$ cat src/rtl/pc_sequencer_if.sv
// Bundled decoder/ALU/ROM-side signals of the PC sequencer. CycleCount exists only when
// CYCLE_COUNT_EN is defined.
interface pc_sequencer_if #(
    parameter int PC_W   = 10,
    parameter int OPND_W = 8
);
    logic              Start;
    logic [PC_W-1:0]   StartAddr;
    logic              ConditionalJump;
    logic              BranchAbsOrRel;
    logic [1:0]        BranchConditions;
    logic [OPND_W-1:0] BranchOperand;
    logic              Ack;
    logic              FlagWrEn;
    logic              ZeroIn;
    logic              NegIn;
    logic [PC_W-1:0]   ProgCtr;
    logic              FetchEn;
    logic              BranchTaken;
    logic              Done;
`ifdef CYCLE_COUNT_EN
    logic [31:0]       CycleCount;
`endif

    modport master (
`ifdef CYCLE_COUNT_EN
        input  CycleCount,
`endif
        output Start, StartAddr, ConditionalJump, BranchAbsOrRel, BranchConditions,
        output BranchOperand, Ack, FlagWrEn, ZeroIn, NegIn,
        input  ProgCtr, FetchEn, BranchTaken, Done
    );

    modport slave (
`ifdef CYCLE_COUNT_EN
        output CycleCount,
`endif
        input  Start, StartAddr, ConditionalJump, BranchAbsOrRel, BranchConditions,
        input  BranchOperand, Ack, FlagWrEn, ZeroIn, NegIn,
        output ProgCtr, FetchEn, BranchTaken, Done
    );
endinterface

$ cat src/rtl/pc_sequencer.sv
// Program counter / condition flag / start-done sequencer for the 9-bit ISA core.
// Optional RUN-cycle counter enabled by defining CYCLE_COUNT_EN.
module pc_sequencer #(
    parameter int PC_W   = 10,
    parameter int OPND_W = 8
) (
    input  logic          Clk,
    input  logic          Reset,
    pc_sequencer_if.slave bus
);

    typedef enum logic [1:0] {
        S_IDLE = 2'd0,
        S_RUN  = 2'd1,
        S_DONE = 2'd2
    } state_t;

    state_t          state_q, state_d;
    logic [PC_W-1:0] pc_q, pc_d;
    logic            z_q, z_d;
    logic            n_q, n_d;
    logic            bt_q, bt_d;
    logic            done_q, done_d;
    logic            start_q, start_d;

    function automatic logic cond_true(input logic [1:0] sel, input logic z, input logic n);
        case (sel)
            2'b00:   cond_true = 1'b1;
            2'b01:   cond_true = z;
            2'b10:   cond_true = ~z;
            default: cond_true = n;
        endcase
    endfunction

    // Target wraps modulo 2**PC_W in both directions; offset is two's complement.
    function automatic logic [PC_W-1:0] branch_target(input logic              rel,
                                                      input logic [PC_W-1:0]   pc,
                                                      input logic [OPND_W-1:0] opnd);
        logic signed [PC_W-1:0] offset;
        offset = PC_W'(signed'(opnd));
        if (rel) branch_target = pc + $unsigned(offset);
        else     branch_target = PC_W'(opnd);
    endfunction

    always_comb begin
        state_d = state_q;
        pc_d    = pc_q;
        z_d     = z_q;
        n_d     = n_q;
        bt_d    = 1'b0;
        done_d  = done_q;
        start_d = bus.Start;

        case (state_q)
            S_IDLE: begin
                if (bus.Start)    pc_d    = bus.StartAddr;
                else if (start_q) state_d = S_RUN;
            end
            S_RUN: begin
                if (bus.Start) begin
                    state_d = S_IDLE;
                    pc_d    = bus.StartAddr;
                    done_d  = 1'b0;
                end else if (bus.Ack) begin
                    // Halt word also decodes as a branch; it must not redirect or touch flags.
                    state_d = S_DONE;
                    done_d  = 1'b1;
                end else begin
                    if (bus.FlagWrEn) begin
                        z_d = bus.ZeroIn;
                        n_d = bus.NegIn;
                    end
                    // Condition uses the registered flags, so a same-cycle CMP is not yet visible.
                    if (bus.ConditionalJump && cond_true(bus.BranchConditions, z_q, n_q)) begin
                        pc_d = branch_target(bus.BranchAbsOrRel, pc_q, bus.BranchOperand);
                        bt_d = 1'b1;
                    end else begin
                        pc_d = pc_q + PC_W'(1);
                    end
                end
            end
            S_DONE: begin
                if (bus.Start) begin
                    state_d = S_IDLE;
                    done_d  = 1'b0;
                    pc_d    = bus.StartAddr;
                end
            end
            default: state_d = S_IDLE;
        endcase
    end

    always_ff @(posedge Clk) begin
        if (Reset) begin
            state_q <= S_IDLE;
            pc_q    <= '0;
            z_q     <= 1'b0;
            n_q     <= 1'b0;
            bt_q    <= 1'b0;
            done_q  <= 1'b0;
            start_q <= 1'b0;
        end else begin
            state_q <= state_d;
            pc_q    <= pc_d;
            z_q     <= z_d;
            n_q     <= n_d;
            bt_q    <= bt_d;
            done_q  <= done_d;
            start_q <= start_d;
        end
    end

    assign bus.ProgCtr     = pc_q;
    assign bus.FetchEn     = (state_q == S_RUN);
    assign bus.BranchTaken = bt_q;
    assign bus.Done        = done_q;

`ifdef CYCLE_COUNT_EN
    logic [31:0] cc_q, cc_d;

    function automatic logic [31:0] sat_inc(input logic [31:0] v);
        sat_inc = (v == 32'hFFFF_FFFF) ? v : v + 32'd1;
    endfunction

    // Counts every cycle spent in RUN, including the halt cycle; restarts on launch.
    always_comb begin
        cc_d = cc_q;
        if (state_q == S_RUN)                           cc_d = sat_inc(cc_q);
        else if (state_q == S_IDLE && state_d == S_RUN) cc_d = '0;
    end

    always_ff @(posedge Clk) begin
        if (Reset) cc_q <= '0;
        else       cc_q <= cc_d;
    end

    assign bus.CycleCount = cc_q;
`endif

endmodule

$ cat src/flat_wrapper.sv
// flat-port wrapper written by rule: the top's interface ports become plain ports
module pc_sequencer_flat 
#(
    parameter int PC_W   = 10,
    parameter int OPND_W = 8
)
  (Clk, Reset, bus_Start, bus_StartAddr, bus_ConditionalJump, bus_BranchAbsOrRel, bus_BranchConditions, bus_BranchOperand, bus_Ack, bus_FlagWrEn, bus_ZeroIn, bus_NegIn, bus_ProgCtr, bus_FetchEn, bus_BranchTaken, bus_Done);
  pc_sequencer_if #(.PC_W(PC_W), .OPND_W(OPND_W)) bus_i ();
  input  logic Clk;
  input  logic Reset;
  input wire logic [$bits(bus_i.Start)-1:0] bus_Start;
  input wire logic [$bits(bus_i.StartAddr)-1:0] bus_StartAddr;
  input wire logic [$bits(bus_i.ConditionalJump)-1:0] bus_ConditionalJump;
  input wire logic [$bits(bus_i.BranchAbsOrRel)-1:0] bus_BranchAbsOrRel;
  input wire logic [$bits(bus_i.BranchConditions)-1:0] bus_BranchConditions;
  input wire logic [$bits(bus_i.BranchOperand)-1:0] bus_BranchOperand;
  input wire logic [$bits(bus_i.Ack)-1:0] bus_Ack;
  input wire logic [$bits(bus_i.FlagWrEn)-1:0] bus_FlagWrEn;
  input wire logic [$bits(bus_i.ZeroIn)-1:0] bus_ZeroIn;
  input wire logic [$bits(bus_i.NegIn)-1:0] bus_NegIn;
  output wire logic [$bits(bus_i.ProgCtr)-1:0] bus_ProgCtr;
  output wire logic [$bits(bus_i.FetchEn)-1:0] bus_FetchEn;
  output wire logic [$bits(bus_i.BranchTaken)-1:0] bus_BranchTaken;
  output wire logic [$bits(bus_i.Done)-1:0] bus_Done;
  assign bus_i.Start = bus_Start;
  assign bus_i.StartAddr = bus_StartAddr;
  assign bus_i.ConditionalJump = bus_ConditionalJump;
  assign bus_i.BranchAbsOrRel = bus_BranchAbsOrRel;
  assign bus_i.BranchConditions = bus_BranchConditions;
  assign bus_i.BranchOperand = bus_BranchOperand;
  assign bus_i.Ack = bus_Ack;
  assign bus_i.FlagWrEn = bus_FlagWrEn;
  assign bus_i.ZeroIn = bus_ZeroIn;
  assign bus_i.NegIn = bus_NegIn;
  assign bus_ProgCtr = bus_i.ProgCtr;
  assign bus_FetchEn = bus_i.FetchEn;
  assign bus_BranchTaken = bus_i.BranchTaken;
  assign bus_Done = bus_i.Done;
  pc_sequencer #(.PC_W(PC_W), .OPND_W(OPND_W)) u_core (.Clk(Clk), .Reset(Reset), .bus(bus_i));
endmodule
$ cat config.mk
export PLATFORM = sky130hd
export DESIGN_NAME = pc_sequencer_flat
export DESIGN_NICKNAME = d
export VERILOG_FILES = /design/src/rtl/pc_sequencer_if.sv /design/src/rtl/pc_sequencer.sv /design/src/flat_wrapper.sv
export SDC_FILE = /design/constraint.sdc
export NUM_CORES = 1
export LEC_CHECK = 0
export CORE_MARGIN = 3
export CORE_UTILIZATION = 53
export DETAILED_ROUTE_END_ITERATION = 12
export PLACE_DENSITY = 0.94
export SLEW_MARGIN = 20
export SYNTH_ARGS = -nofsm -noshare
export SYNTH_HDL_FRONTEND = slang
export SYNTH_SLANG_ARGS = --single-unit
$ cat constraint.sdc
create_clock -name Clk -period 5.7 [get_ports Clk]
set_clock_uncertainty 0.1 [all_clocks]
set_input_delay 1.14 -clock Clk [delete_from_list [all_inputs] [get_ports Clk]]
set_output_delay 1.14 -clock Clk [all_outputs]
set_load 0.05 [all_outputs]
==> flow_summary.toml <==
[outcome]
outcome = "finished clean"

[yosys]
synth.largest_area_cell = "dfxtp_1"
ys_top_cells_by_count = "nor2_1, nand2_1, dfxtp_1"
ys_seq_area_share_pct = 21.4
synth_seq_cells = 17
synth_most_common_cell = "nor2_1"
synth_top_area_share_pct = 21.4
ys_async_sr_fraction_pct = 0
synth.distinct_cells = 54
ys_warn_count = 0
synth_fp_nets = 241
synthCells = 201
yosys-top-cells-area = "dfxtp_1, ha_1, mux2i_1, nor2_1, xnor2_1"
synth_area_um2 = 1590
syn_area_per_cell_um2 = 7.93
ys.flop_type = "dfxtp_1"
synth_edf_count = 0

[floorplanning]
die_y_um = 60.8
start_util_pct = 56.8
io_pins = 42
design.core.area_um2 = 2810
die_w_um = 60.8
die_area_um2 = 3700
num_rows = 19

[final_layout]
fillCellCount = 226
antennaDiodeCount = 0
drive_gt1_share_pct = 7.14
final_area_um2 = 2030
final_core_util_pct = 72.3
layout.nets = 279
syn_to_final_growth_pct = 27.2

[routing]
drt_iter0_markers = 84
ant_nets = 0
vias = 1650
post_drt_wl_per_cell_um = 14.3
wl_um = 3850
route.detailed.drc = 0
first_pass_iters = 4
via_per_inst = 6.13

[timing]
fin_setup_tns_ps = 0
min_period_over_period_pct = 56.9
timing.final.crit_period_ps = 3240
tightest_slew_ps = 792
relSlewSlack_pct = 47.0
slew_violations = 0
rsz0062_at_grt = "no"
layout_setup_ws_ps = 2460
fmax_mhz = 308
final_hold_viol_count = 0
final-setup-viol-count = 0

[global_routing]
grt_overflow = 0
first_global_vias = 1471
grt_max_degree = 21
grt.total_usage_pct = 21.9
antenna_found_initial = 0
grt_pass1_wl_um = 6330

[placed_design]
port_buffers = 41
dpl_cell_area_um2 = 2000
post-place-ws_ps = 2140
detailed_place_hpwl_um = 2910
place.gp.congestion = 0.830

[clocking]
cts.sinks = 17
clk_latency_ps = 290
cts_hold_buf = 0
cts_tree = "done"
cts.clk_slew.worst_paths_ps = 100
htree_levels = 1
clock_path_buffers = 2
numCtsBuffers = 3
cts_resized = 0
cts-root-buf = "clkbuf_4"
postCtsSetupRepairBufs = 0

[setup_path]
arrival_ps = 3350
crit_type = "in -> reg"
worstPathMaxFanout = 3
required_ps = 5810
startpoint_type = "primary input"
end_kind = "flip-flop"

[worst_hold_path]
min_path_type = "reg -> reg"

[power]
peakVddDrop_mv = 0.111
pwr_density_cell_nw_per_um2 = 173
finalPower_mw = 0.350
p_leak_nw = 0.821

[run]
maxCapViolations = 0
cells by family (layout without fill, tap and decap cells):
kind of cell,count (synthesis),in the layout,share of synthesized area (%)
simple gates,66,66,19.9
fa+ha+maj,11,11,9.11
xor+xnor,11,11,6.52
flops,17,17,21.4
buf+inv,18,55,5.26
compound gates,70,70,32.8
mux,8,8,5.02
worst max-delay path: stages:
cell and delay [ps]:
clkdlybuf4s50_1 420, ha_1 230, fa_1 440, a211oi_2 290, nor2_1 110, o311ai_0 310
o211ai_1 150, a311oi_2 260
placed cells by master (no fill, tap or decap), drive strengths merged, types with 5 or more instances in the layout:
master | Yosys | layout
clkdlybuf4s50 | 0 | 41
nor2 | 19 | 19
nand2 | 18 | 18
dfxtp | 17 | 17
a21oi | 15 | 15
ha | 10 | 10
inv | 9 | 9
o21ai | 9 | 9
xnor2 | 9 | 9
mux2i | 8 | 8
a21o | 7 | 7
nand3 | 7 | 7
a211oi | 7 | 7
a31oi | 6 | 6
o211ai | 5 | 5
sequential cells by signal, summed over array words and instances (netlist names):
| name | cells |
|---|---|
| u_core.n_q | 1 |
| u_core.z_q | 1 |
| u_core.start_q | 1 |
| u_core.bus.Done | 1 |
| u_core.bus.BranchTaken | 1 |
| u_core.state_q | 2 |
| u_core.bus.ProgCtr | 10 |
cell type report:
type                    count  area [um^2]  area share (%)
repair buffers             42          418            20.6
well taps                  31         38.8            1.91
multi-input cells         166         1170            57.7
flip-flops and latches     17          340            16.8
inverters                   9         33.8            1.67
clock buffers               4         26.3            1.30
routing by layer:
layer	up-vias	share of wire, %	track usage [%]
met3	6	5.5	3.83
li1	830	-	-
met2	61	48	35.6
met1	753	45	30.6
met4	0	0.83	4.64
met5	-	0	0
final timing paths:
check,start,endpoint,slack (ps),cells past startpoint
setup reg to reg,u_core.bus.ProgCtr[0],u_core.bus.ProgCtr[4],3300,7
setup / recovery,bus_BranchOperand[0],u_core.bus.ProgCtr[4],2460,8
hold reg to reg,u_core.start_q,u_core.state_q[0],430,2
hold / removal,u_core.start_q,u_core.state_q[0],430,2
stage by stage:
step | hold slack (ps) | cells
final | 430 | 269
after detailed placement | 410 | 265
after CTS | 431 | 269
after global routing | 454 | 269
after global placement | 400 | 265
after floorplan | 386 | 201
report_power, final:
part           switching [mW]  internal, mW  leakage [nW]  total [mW]
Clock                  0.0399        0.0273        0.0150      0.0671
Combinational          0.0779        0.0678         0.666       0.146
Sequential             0.0117         0.125         0.140       0.137
Power figures use the tool's default switching activity.
